`config.mk`:
```
export PLATFORM = sky130hd
export DESIGN_NAME = glitch_sweep_sequencer
export DESIGN_NICKNAME = d
export VERILOG_FILES = /design/src/rtl/glitch_sweep_sequencer_pkg.sv /design/src/rtl/glitch_sweep_sequencer_point_gen.sv /design/src/rtl/glitch_sweep_sequencer.sv
export SDC_FILE = /design/constraint.sdc
export NUM_CORES = 1
export LEC_CHECK = 0
export BUFFER_PORTS_ARGS = -buffer_cell sky130_fd_sc_hd__buf_4
export CORE_MARGIN = 3
export CORE_UTILIZATION = 35
export CTS_CLUSTER_DIAMETER = 50
export DETAILED_ROUTE_END_ITERATION = 16
export SYNTH_ARGS = -nofsm -noshare
export SYNTH_HDL_FRONTEND = slang
export SYNTH_SLANG_ARGS = --single-unit
```
`constraint.sdc`:
```
create_clock -name clk -period 12.1 [get_ports clk]
set_input_delay 1.815 -clock clk [delete_from_list [all_inputs] [get_ports clk]]
set_output_delay 1.815 -clock clk [all_outputs]
set_load 0.005 [all_outputs]
```
`src/rtl/glitch_sweep_sequencer_pkg.sv`:
```
// Shared types and defaults for the glitch sweep sequencer.
package glitch_pkg;
  localparam int unsigned W_DEF  = 32;
  localparam int unsigned CW_DEF = 25;
  localparam int unsigned REP_W  = 8;

  typedef enum logic [2:0] {
    ST_IDLE,
    ST_RESET,
    ST_ARM,
    ST_WAIT,
    ST_OBS,
    ST_EVAL,
    ST_DONE
  } state_t;
endpackage

```
`src/rtl/glitch_sweep_sequencer_point_gen.sv`:
```
// Offset/duration/repeat walker: holds the current sweep point and the latched ranges.
module sweep_point_gen
  import glitch_pkg::*;
#(
  parameter int unsigned W = W_DEF
) (
  input  logic             clk,
  input  logic             rst_n,
  input  logic             load,
  input  logic             advance,
  input  logic [W-1:0]     ofs_start,
  input  logic [W-1:0]     ofs_end,
  input  logic [W-1:0]     ofs_step,
  input  logic [W-1:0]     dur_start,
  input  logic [W-1:0]     dur_end,
  input  logic [W-1:0]     dur_step,
  input  logic [REP_W-1:0] repeats,
  output logic [W-1:0]     ofs_cur,
  output logic [W-1:0]     dur_cur,
  output logic             last
);

  logic [W-1:0]     ofs_q, ofs_d, dur_q, dur_d;
  logic [W-1:0]     ofs_end_q, ofs_end_d, ofs_step_q, ofs_step_d;
  logic [W-1:0]     dur_start_q, dur_start_d, dur_end_q, dur_end_d, dur_step_q, dur_step_d;
  logic [REP_W-1:0] rep_q, rep_d, rep_max_q, rep_max_d;
  logic [REP_W:0]   rep_inc;
  logic [W:0]       dur_sum, ofs_sum;
  logic             rep_wrap, dur_wrap, ofs_wrap;

  always_comb begin
    // Sums carry one extra bit so a step past 2^W ends the axis instead of wrapping.
    rep_inc  = {1'b0, rep_q} + (REP_W+1)'(1);
    dur_sum  = {1'b0, dur_q} + {1'b0, dur_step_q};
    ofs_sum  = {1'b0, ofs_q} + {1'b0, ofs_step_q};
    rep_wrap = rep_inc >= {1'b0, rep_max_q};
    dur_wrap = dur_sum > {1'b0, dur_end_q};
    ofs_wrap = ofs_sum > {1'b0, ofs_end_q};
    last     = rep_wrap && dur_wrap && ofs_wrap;

    ofs_d       = ofs_q;
    dur_d       = dur_q;
    rep_d       = rep_q;
    ofs_end_d   = ofs_end_q;
    ofs_step_d  = ofs_step_q;
    dur_start_d = dur_start_q;
    dur_end_d   = dur_end_q;
    dur_step_d  = dur_step_q;
    rep_max_d   = rep_max_q;

    if (load) begin
      ofs_d       = ofs_start;
      dur_d       = dur_start;
      rep_d       = '0;
      ofs_end_d   = ofs_end;
      ofs_step_d  = (ofs_step == '0) ? W'(1) : ofs_step;
      dur_start_d = dur_start;
      dur_end_d   = dur_end;
      dur_step_d  = (dur_step == '0) ? W'(1) : dur_step;
      rep_max_d   = (repeats == '0) ? REP_W'(1) : repeats;
    end else if (advance && !last) begin
      if (!rep_wrap) begin
        rep_d = rep_inc[REP_W-1:0];
      end else begin
        rep_d = '0;
        if (dur_wrap) begin
          dur_d = dur_start_q;
          ofs_d = ofs_sum[W-1:0];
        end else begin
          dur_d = dur_sum[W-1:0];
        end
      end
    end
  end

  always_ff @(posedge clk or negedge rst_n) begin
    if (!rst_n) begin
      ofs_q       <= '0;
      dur_q       <= '0;
      rep_q       <= '0;
      ofs_end_q   <= '0;
      ofs_step_q  <= '0;
      dur_start_q <= '0;
      dur_end_q   <= '0;
      dur_step_q  <= '0;
      rep_max_q   <= '0;
    end else begin
      ofs_q       <= ofs_d;
      dur_q       <= dur_d;
      rep_q       <= rep_d;
      ofs_end_q   <= ofs_end_d;
      ofs_step_q  <= ofs_step_d;
      dur_start_q <= dur_start_d;
      dur_end_q   <= dur_end_d;
      dur_step_q  <= dur_step_d;
      rep_max_q   <= rep_max_d;
    end
  end

  assign ofs_cur = ofs_q;
  assign dur_cur = dur_q;

endmodule

```
`src/rtl/glitch_sweep_sequencer.sv`:
```
// Autonomous glitch sweep: reset target, arm offset counter, wait for glitch, observe, step.
module glitch_sweep_sequencer
  import glitch_pkg::*;
#(
  parameter int unsigned W              = W_DEF,
  parameter int unsigned RST_CYCLES     = 1000,
  parameter int unsigned TIMEOUT_CYCLES = 2**24,
  parameter int unsigned OBS_CYCLES     = 100000,
  parameter int unsigned CW             = CW_DEF
) (
  input  logic             clk,
  input  logic             rst_n,
  input  logic             start,
  input  logic             abort,
  input  logic             stop_on_hit,
  input  logic [W-1:0]     ofs_start,
  input  logic [W-1:0]     ofs_end,
  input  logic [W-1:0]     ofs_step,
  input  logic [W-1:0]     dur_start,
  input  logic [W-1:0]     dur_end,
  input  logic [W-1:0]     dur_step,
  input  logic [REP_W-1:0] repeats,
  input  logic             glitch_done,
  input  logic             success_in,
  output logic             target_reset_req,
  output logic [W-1:0]     glitch_offset,
  output logic [W-1:0]     glitch_duration,
  output logic             start_offset_counter,
  output logic             busy,
  output logic             done,
  output logic             hit,
  output logic [W-1:0]     hit_offset,
  output logic [W-1:0]     hit_duration,
  output logic [W-1:0]     attempts
);

  localparam logic [CW-1:0] RST_LAST = CW'(RST_CYCLES - 1);
  localparam logic [CW-1:0] TO_LAST  = CW'(TIMEOUT_CYCLES - 1);
  localparam logic [CW-1:0] OBS_LAST = CW'(OBS_CYCLES - 1);

  state_t        state_q, state_d;
  logic [CW-1:0] cnt_q, cnt_d;
  logic          hit_flag_q, hit_flag_d, stop_q, stop_d;
  logic          trr_q, trr_d, soc_q, soc_d, busy_q, busy_d, done_q, done_d, hit_q, hit_d;
  logic [W-1:0]  hit_ofs_q, hit_ofs_d, hit_dur_q, hit_dur_d, attempts_q, attempts_d;
  logic          load, advance, last;
  logic [W-1:0]  ofs_cur, dur_cur;

  sweep_point_gen #(.W(W)) u_point (
    .clk       (clk),
    .rst_n     (rst_n),
    .load      (load),
    .advance   (advance),
    .ofs_start (ofs_start),
    .ofs_end   (ofs_end),
    .ofs_step  (ofs_step),
    .dur_start (dur_start),
    .dur_end   (dur_end),
    .dur_step  (dur_step),
    .repeats   (repeats),
    .ofs_cur   (ofs_cur),
    .dur_cur   (dur_cur),
    .last      (last)
  );

  always_comb begin
    state_d    = state_q;
    hit_flag_d = hit_flag_q;
    stop_d     = stop_q;
    load       = 1'b0;
    advance    = 1'b0;

    case (state_q)
      ST_IDLE: begin
        hit_flag_d = 1'b0;
        if (start) begin
          state_d = ST_RESET;
          load    = 1'b1;
          stop_d  = stop_on_hit;
        end
      end
      ST_RESET: if (cnt_q == RST_LAST) state_d = ST_ARM;
      ST_ARM:   state_d = ST_WAIT;
      ST_WAIT:  if (glitch_done || cnt_q == TO_LAST) state_d = ST_OBS;
      ST_OBS: begin
        if (success_in) hit_flag_d = 1'b1;
        if (cnt_q == OBS_LAST) state_d = ST_EVAL;
      end
      ST_EVAL: begin
        hit_flag_d = 1'b0;
        if ((hit_flag_q && stop_q) || last) begin
          state_d = ST_DONE;
        end else begin
          advance = 1'b1;
          state_d = ST_RESET;
        end
      end
      ST_DONE:  state_d = ST_IDLE;
      default:  state_d = ST_IDLE;
    endcase

    if (abort && state_q != ST_IDLE && state_q != ST_DONE) begin
      state_d = ST_DONE;
      advance = 1'b0;
    end

    // The timeout window is measured from the arm pulse, so ARM->WAIT keeps counting.
    if (state_q == ST_IDLE || (state_d != state_q && state_q != ST_ARM)) cnt_d = '0;
    else cnt_d = cnt_q + CW'(1);

    trr_d     = (state_d == ST_RESET);
    soc_d     = (state_d == ST_ARM);
    busy_d    = (state_d != ST_IDLE) && (state_d != ST_DONE);
    done_d    = (state_d == ST_DONE);
    hit_d     = (state_d == ST_EVAL) && hit_flag_d;
    hit_ofs_d = hit_d ? ofs_cur : hit_ofs_q;
    hit_dur_d = hit_d ? dur_cur : hit_dur_q;

    if (load) attempts_d = '0;
    else if (soc_d && attempts_q != '1) attempts_d = attempts_q + W'(1);
    else attempts_d = attempts_q;
  end

  always_ff @(posedge clk or negedge rst_n) begin
    if (!rst_n) begin
      state_q    <= ST_IDLE;
      cnt_q      <= '0;
      hit_flag_q <= 1'b0;
      stop_q     <= 1'b0;
      trr_q      <= 1'b0;
      soc_q      <= 1'b0;
      busy_q     <= 1'b0;
      done_q     <= 1'b0;
      hit_q      <= 1'b0;
      hit_ofs_q  <= '0;
      hit_dur_q  <= '0;
      attempts_q <= '0;
    end else begin
      state_q    <= state_d;
      cnt_q      <= cnt_d;
      hit_flag_q <= hit_flag_d;
      stop_q     <= stop_d;
      trr_q      <= trr_d;
      soc_q      <= soc_d;
      busy_q     <= busy_d;
      done_q     <= done_d;
      hit_q      <= hit_d;
      hit_ofs_q  <= hit_ofs_d;
      hit_dur_q  <= hit_dur_d;
      attempts_q <= attempts_d;
    end
  end

  assign target_reset_req     = trr_q;
  assign start_offset_counter = soc_q;
  assign busy                 = busy_q;
  assign done                 = done_q;
  assign hit                  = hit_q;
  assign hit_offset           = hit_ofs_q;
  assign hit_duration         = hit_dur_q;
  assign attempts             = attempts_q;
  assign glitch_offset        = ofs_cur;
  assign glitch_duration      = dur_cur;

endmodule

```
==> impl_metrics.yaml, run 1 <==
status:
  status: "completed"
place:
  io_buffers: 371
  dp.cells: 3321
  gp_congestion: 0.914
  dp_hpwl_um: 49100
  place_area_um2: 24000
pwr:
  leakagePower_nw: 12.7
  pwr-share-seq: 0.246
  swShare: 0.447
  power_density_nw_per_um2: 324
  p_sw_mw: 3.76
  comb_power_share: 0.559
  ir_drop_mv: 0.313
  internal_power_mw: 4.65
  power_mw: 8.40
  power_frac_clock: 0.195
synth:
  ys_seq_elements: 371
  synth-compound-area-share: 0.148
  synth_xor_area_frac: 0.0409
  async_flop_share: 1.00
  syn_area_um2: 20500
  synthSimpleGateAreaFrac: 0.188
  ys_warn_count: 0
  synth_cell_type_count: 81
  synth_adder_area_share: 0.0866
  syn_nets: 2611
  avgSynthCellArea_um2: 9.08
  synth_edf_count: 0
  ys_seq_area_frac: 0.452
  synth_top_family_by_area: "simple AND/OR/NAND/NOR gates"
  synth_mux_area_frac: 0.0449
  synth_flop_cell: "dfrtp_1"
  syn_inst: 2263
sta:
  relSlewSlack: 0.274
  tns_ns: 0
  setup_viol: 0
  period_needed_ns: 7.94
  rsz0062_at_grt: "no"
  finalCritPeriodShare: 0.656
  drv_slew: 0
  worst_pin_slew_ns: 1.09
  hold_viol_final: 0
  fin_skew_ns: 0.0240
  fmax_ghz: 0.126
  timing.hold.ws_ns: 0.470
final_layout:
  fin_area_um2: 25900
  layout_common_cells: "478 x nand2_1, 383 x buf_4, 371 x dfrtp_1"
  layout.nets: 2958
  final_common_cell: "nand2_1"
  drive_gt1_frac: 0.193
  area_growth_pct: 26.1
  layout.cells.non_filler: 3421
clock_network:
  post_cts_resize_count: 0
  clk_latency_ns: 0.60
  cts.clk_slew.worst_paths_ns: 0.06
  holdBufCountCts: 0
  cts_made_buffers: 52
  cts_setup_buffers: 0
  clock-sinks: 371
  clockBufferDepth: 3
  tritoncts: "done"
  clockRootBuffer: "clkbuf_16"
  cts_max_level: 2
floorplan:
  core_um2: 57900
  die_w_um: 248
  die-area_um2: 61600
  num_io_pins: 372
  num_rows: 88
  die_h_um: 248
  start_util: 0.355
route:
  vias: 17900
  antenna_left: 0
  first_iter_violations: 1140
  post_drt_wl_per_cell_um: 19.2
  drt_pre_antenna_iters: 5
  drc: 0
  vias_per_cell: 5.22
  routed_wirelength_um: 65800
global_route:
  grt_util_all_layers: 0.209
  gr-total-overflow: 0
  grt_pass1_vias: 17800
  grt_max_degree: 177
  antenna_found_initial: 8
  grt_pass1_wl_um: 101000
worst_setup_path:
  endpoint_kind: "flip-flop"
  critPathKind: "reg -> reg"
  cp.arrival_ns: 8.41
  worstPathRequired_ns: 12.57
  start_kind: "flip-flop"
  path_max_fanout: 35
worst_hold_path:
  hold_class: "reg -> reg"
job:
  maxCapViolCount: 0
-- critical path: stages (launching register included) --
cell	delay, ns
dfrtp_1	0.41
ha_1	0.37
o21ai_0	0.12
o211ai_1	0.29
nand2_1	0.16
o21ai_0	0.55
o22ai_1	0.28
o31a_1	0.33
a21oi_1	0.40
a21o_1	0.19
a21oi_1	0.08
xnor2_1	0.14
ha_1	0.30
nand4_1	0.13
nor4_1	0.56
nand4_1	0.17
or2_2	0.30
o21ai_1	0.09
and2_2	0.15
buf_4	0.47
nor4_1	0.13
or2_1	0.33
nor3_4	0.85
buf_4	0.58
mux2_2	0.39
-- power groups by stage --
stage | sequential [mW] | clock, mW | combinational (mW)
global placement | 2.07 | 0 | 4.57
CTS | 2.07 | 1.67 | 4.70
finish | 2.07 | 1.64 | 4.70
global route | 2.13 | 1.72 | 5.28
detailed placement | 2.09 | 0 | 4.68
floorplan | 1.97 | 0 | 3.29
-- synthesized netlist by cell type, types with 5 or more instances --
library cell / instances / area share
a211oi_1: 6 / 0.0022
a21o_1: 38 / 0.014
a21oi_1: 135 / 0.033
a22oi_1: 5 / 0.0018
a31oi_1: 9 / 0.0027
and2_1: 9 / 0.0027
and3_1: 22 / 0.0067
buf_2: 6 / 0.0015
buf_6: 8 / 0.0044
clkbuf_1: 77 / 0.014
dfrtp_1: 371 / 0.45
ha_1: 139 / 0.085
inv_1: 105 / 0.019
mux2_1: 54 / 0.030
mux2_2: 11 / 0.0060
mux2i_1: 19 / 0.0093
nand2_1: 478 / 0.087
nand2b_1: 12 / 0.0037
nand3_1: 53 / 0.013
nand4_1: 43 / 0.013
nor2_1: 165 / 0.030
nor2b_1: 12 / 0.0037
nor3_1: 13 / 0.0032
nor4_1: 26 / 0.0079
o211ai_1: 18 / 0.0066
o21a_1: 15 / 0.0055
o21ai_0: 160 / 0.039
o21bai_1: 13 / 0.0048
o22ai_1: 27 / 0.0082
o31ai_1: 9 / 0.0033
or3_1: 22 / 0.0067
xnor2_1: 50 / 0.021
xor2_1: 46 / 0.020
-- final timing paths --
| path | startpoint | end | slack [ns] | cells past startpoint |
|---|---|---|---|---|
| worst max register to register | u_point.dur_cur[2] | hit_duration[11] | 4.16 | 24 |
| max in group asynchronous | rst_n | hit_offset[28] | 8.77 | 3 |
| min in group asynchronous | rst_n | u_point.dur_start_q[21] | 1.14 | 1 |
| worst max-delay path | u_point.dur_cur[2] | hit_duration[11] | 4.16 | 24 |
| worst min register to register | u_point.dur_step_q[0] | u_point.dur_step_q[0] | 0.47 | 2 |
| worst min-delay path | u_point.dur_step_q[0] | u_point.dur_step_q[0] | 0.47 | 2 |
-- area by class of cell --
type / count / area (µm²)
Fill cell: 5649 / 32000
Multi-Input combinational cell: 1695 / 10500
Inverter: 105 / 394
Sequential cell: 371 / 9280
Tap cell: 765 / 957
Clock buffer: 68 / 1500
Antenna cell: 5 / 12.5
Clock inverter: 27 / 372
Timing Repair Buffer: 385 / 2910
-- registers in the layout (all words and copies together), names as in the netlist, 3 cells and up --
signal,cells
cnt_q,25
u_point.rep_q,8
hit_duration,32
u_point.dur_start_q,32
u_point.ofs_step_q,32
u_point.dur_end_q,32
u_point.ofs_end_q,32
attempts,32
hit_offset,32
u_point.ofs_cur,32
u_point.dur_step_q,32
u_point.dur_cur,32
u_point.rep_max_q,8
state_q,3
-- metal layers --
metal	track usage	up-vias	routed length, µm
met5	0	-	57
met4	0.0712	8	1950
met3	0.0462	114	4530
met2	0.326	472	29800
met1	0.289	8701	29500
li1	-	8574	-
-- through the flow --
stage | utilization | worst slack (ns)
floorplan | - | 6.82
global placement | 0.415 | 4.41
detailed placement | 0.415 | 4.20
CTS | 0.447 | 4.19
global route | 0.447 | 3.56
finish | 0.447 | 4.16
-- kinds of logic (layout without fill, tap and decap cells) --
logic type / after synthesis / count (layout)
simple gates: 880 / 880
fa+ha+maj: 141 / 141
other cells: 0 / 5
flops: 371 / 371
xor+xnor: 96 / 96
buf+inv: 197 / 585
mux: 84 / 84
compound gates: 494 / 494
(Power assumes the default switching activity.)
==> inputs of run 2 (changes only) <==
--- a/config.mk
+++ b/config.mk
@@ -5,6 +5,7 @@
 export SDC_FILE = /design/constraint.sdc
 export NUM_CORES = 1
 export LEC_CHECK = 0
+export ABC_AREA = 1
 export BUFFER_PORTS_ARGS = -buffer_cell sky130_fd_sc_hd__buf_4
 export CORE_MARGIN = 3
 export CORE_UTILIZATION = 35
==> constraint.sdc (replaced) <==
create_clock -name clk -period 7.3 [get_ports clk]
set_input_delay 1.095 -clock clk [delete_from_list [all_inputs] [get_ports clk]]
set_output_delay 1.095 -clock clk [all_outputs]
set_load 0.005 [all_outputs]
==> impl_metrics.yaml, run 2 <==
pwr:
  power_frac_clock: 0.170
  leakagePower_nw: 13.3
  comb_power_share: 0.587
  swShare: 0.475
  power_density_nw_per_um2: 550
  internal_power_mw: 7.66
  p_sw_mw: 6.92
  pwr-share-seq: 0.243
  ir_drop_mv: 0.331
floorplan:
  core_um2: 59600
  num_rows: 89
  die-area_um2: 63800
  die_h_um: 253
  num_io_pins: 372
  die_w_um: 253
  start_util: 0.357
synth:
  synth_edf_count: 0
  syn_inst: 2684
  async_flop_share: 1.00
  synth_cell_type_count: 59
  ys_seq_elements: 371
  ys_seq_area_frac: 0.436
  avgSynthCellArea_um2: 7.93
  synthTopCellsByCount: "791 x nand2_1, 371 x dfrtp_1, 286 x inv_1"
  synth_top_area_share: 0.436
  yosys.area.top_type: "dfrtp_1"
  synth_flop_cell: "dfrtp_1"
  ys_warn_count: 0
  syn_nets: 3032
  synth.most_common_cell: "nand2_1"
  ys_top_cells_by_area: "dfrtp_1 44%, nand2_1 14%, ha_1 8.2%"
  syn_area_um2: 21300
clock_network:
  post_cts_resize_count: 0
  cts_setup_buffers: 0
  holdBufCountCts: 0
  tritoncts: "done"
  cts.clk_slew.worst_paths_ns: 0.06
  clockBufferDepth: 3
  cts_max_level: 2
  clock-sinks: 371
  clk_latency_ns: 0.59
  cts_made_buffers: 52
  clockRootBuffer: "clkbuf_16"
final_layout:
  antenna_cells: 0
  final_common_cell: "nand2_1"
  fin_area_um2: 26500
  area_growth_pct: 24.4
  layout_common_cells: "790 x nand2_1, 378 x buf_4, 371 x dfrtp_1"
  drive_gt1_frac: 0.170
  fillCellCount: 6047
  layout.nets: 3383
worst_setup_path:
  cpPeakStageDelay_ns: 0.71
  cp_common_cell: "nand2_1"
  endpoint_kind: "flip-flop"
  critPathKind: "reg -> reg"
  path_max_fanout: 25
  cp.arrival_ns: 6.44
  start_kind: "flip-flop"
  worstPathRequired_ns: 7.80
  crit_slowest_cell: "o311ai_0"
route:
  post_drt_wl_per_cell_um: 17.7
  first_iter_violations: 1028
  drt_pre_antenna_iters: 5
  routed_wirelength_um: 68200
  antenna_left: 0
  vias_per_cell: 4.92
  vias: 18900
  drc: 0
sta:
  rsz0062_at_grt: "no"
  drv_slew: 0
  relSlewSlack: 0.235
  setup_viol: 0
  period_needed_ns: 5.93
  tns_ns: 0
  worst_pin_slew_ns: 1.14
  fmax_ghz: 0.169
  fin_skew_ns: 0.0285
  finalCritPeriodShare: 0.813
  hold_viol_final: 0
global_route:
  use_met1: 0.283
  grt_util_met3: 0.0374
  busiest_layer: "met2"
  grt_max_degree: 156
  gr-total-overflow: 0
  grt_pass1_vias: 18800
  grt_pass1_wl_um: 107000
  use_met2: 0.357
  grt_util_all_layers: 0.211
  antenna_found_initial: 0
place:
  gp_congestion: 0.907
  io_buffers: 371
  dp_hpwl_um: 51000
  place_area_um2: 24800
job:
  maxCapViolCount: 0
status:
  status: "completed"
worst_hold_path:
  hold_class: "reg -> reg"
-- run 2: cell count changes after synthesis, sizes merged, moves of 32 or more --
cell,previous run,this run
xor2,46,78
o21ai,165,199
nand2,478,803
inv,105,298
mux2,65,0
nor2,166,229
a21o,38,3
nor3,14,46
-- run 2: path summary, 6_finish.rpt --
| check | cells after the start | from | endpoint | slack (ns) |
|---|---|---|---|---|
| max in group asynchronous | 2 | rst_n | attempts[23] | 5.32 |
| worst min-delay path | 1 | cnt_q[0] | cnt_q[0] | 0.47 |
| worst min register to register | 1 | cnt_q[0] | cnt_q[0] | 0.47 |
| worst max-delay path | 29 | u_point.ofs_cur[0] | u_point.ofs_cur[0] | 1.37 |
| worst max register to register | 29 | u_point.ofs_cur[0] | u_point.ofs_cur[0] | 1.37 |
| min in group asynchronous | 1 | rst_n | u_point.dur_start_q[9] | 0.54 |
-- run 2: worst max-delay path: cells and delay by family, from the launching register on --
| kind | cells | cell delay [ns] |
|---|---|---|
| buffers and inverters | 3 | 0.60 |
| AND/OR/NAND/NOR | 13 | 1.56 |
| AO/OA/AOI/OAI | 9 | 2.13 |
| XOR/XNOR | 1 | 0.23 |
| adder cells (fa/ha/maj) | 3 | 0.90 |
| flip-flops | 1 | 0.42 |
-- run 2: final cells by class --
cell class,instances,area (µm²),share of cell area
clock inverter,28,265,0.0100
clock buffer,65,1430,0.0541
inverter,298,1130,0.0426
tap,773,967,0.0365
timing repair buffer,383,2930,0.111
multi-input combinational,1929,10500,0.396
sequential,371,9280,0.350
-- run 2: logic make-up after synthesis --
logic type | after synthesis | synth area share
flops | 371 | 0.436
simple gates | 1230 | 0.244
xor+xnor | 107 | 0.0440
buf+inv | 384 | 0.0719
compound gates | 451 | 0.121
fa+ha+maj | 141 | 0.0836
-- run 2: metal layers --
metal  vias up  routed length [µm]
li1       9493                   -
met1      8879               30500
met2       510               32400
met3        61                4050
met4         0                1160
met5         -                   0
-- run 2: per-stage QoR --
step | std cells | setup WS [ns] | hold WS, ns | power, mW | utilization
finish | 3847 | 1.37 | 0.472 | 14.6 | 0.445
global route | 3847 | 0.834 | 0.502 | 16.0 | 0.445
CTS | 3847 | 1.38 | 0.471 | 14.7 | 0.445
detailed placement | 3754 | 1.42 | 0.455 | 12.1 | 0.416
global placement | 3754 | 1.52 | 0.456 | 12.1 | 0.416
floorplan | 2684 | 2.79 | 0.432 | 9.29 | -
-- run 2: power groups by stage --
| stage | clock [mW] | combinational [mW] | sequential [mW] |
|---|---|---|---|
| after floorplan | 0 | 5.92 | 3.37 |
| after global placement | 0 | 8.50 | 3.58 |
| after detailed placement | 0 | 8.56 | 3.58 |
| after CTS | 2.54 | 8.62 | 3.56 |
| after global routing | 2.62 | 9.74 | 3.64 |
| final | 2.47 | 8.56 | 3.55 |
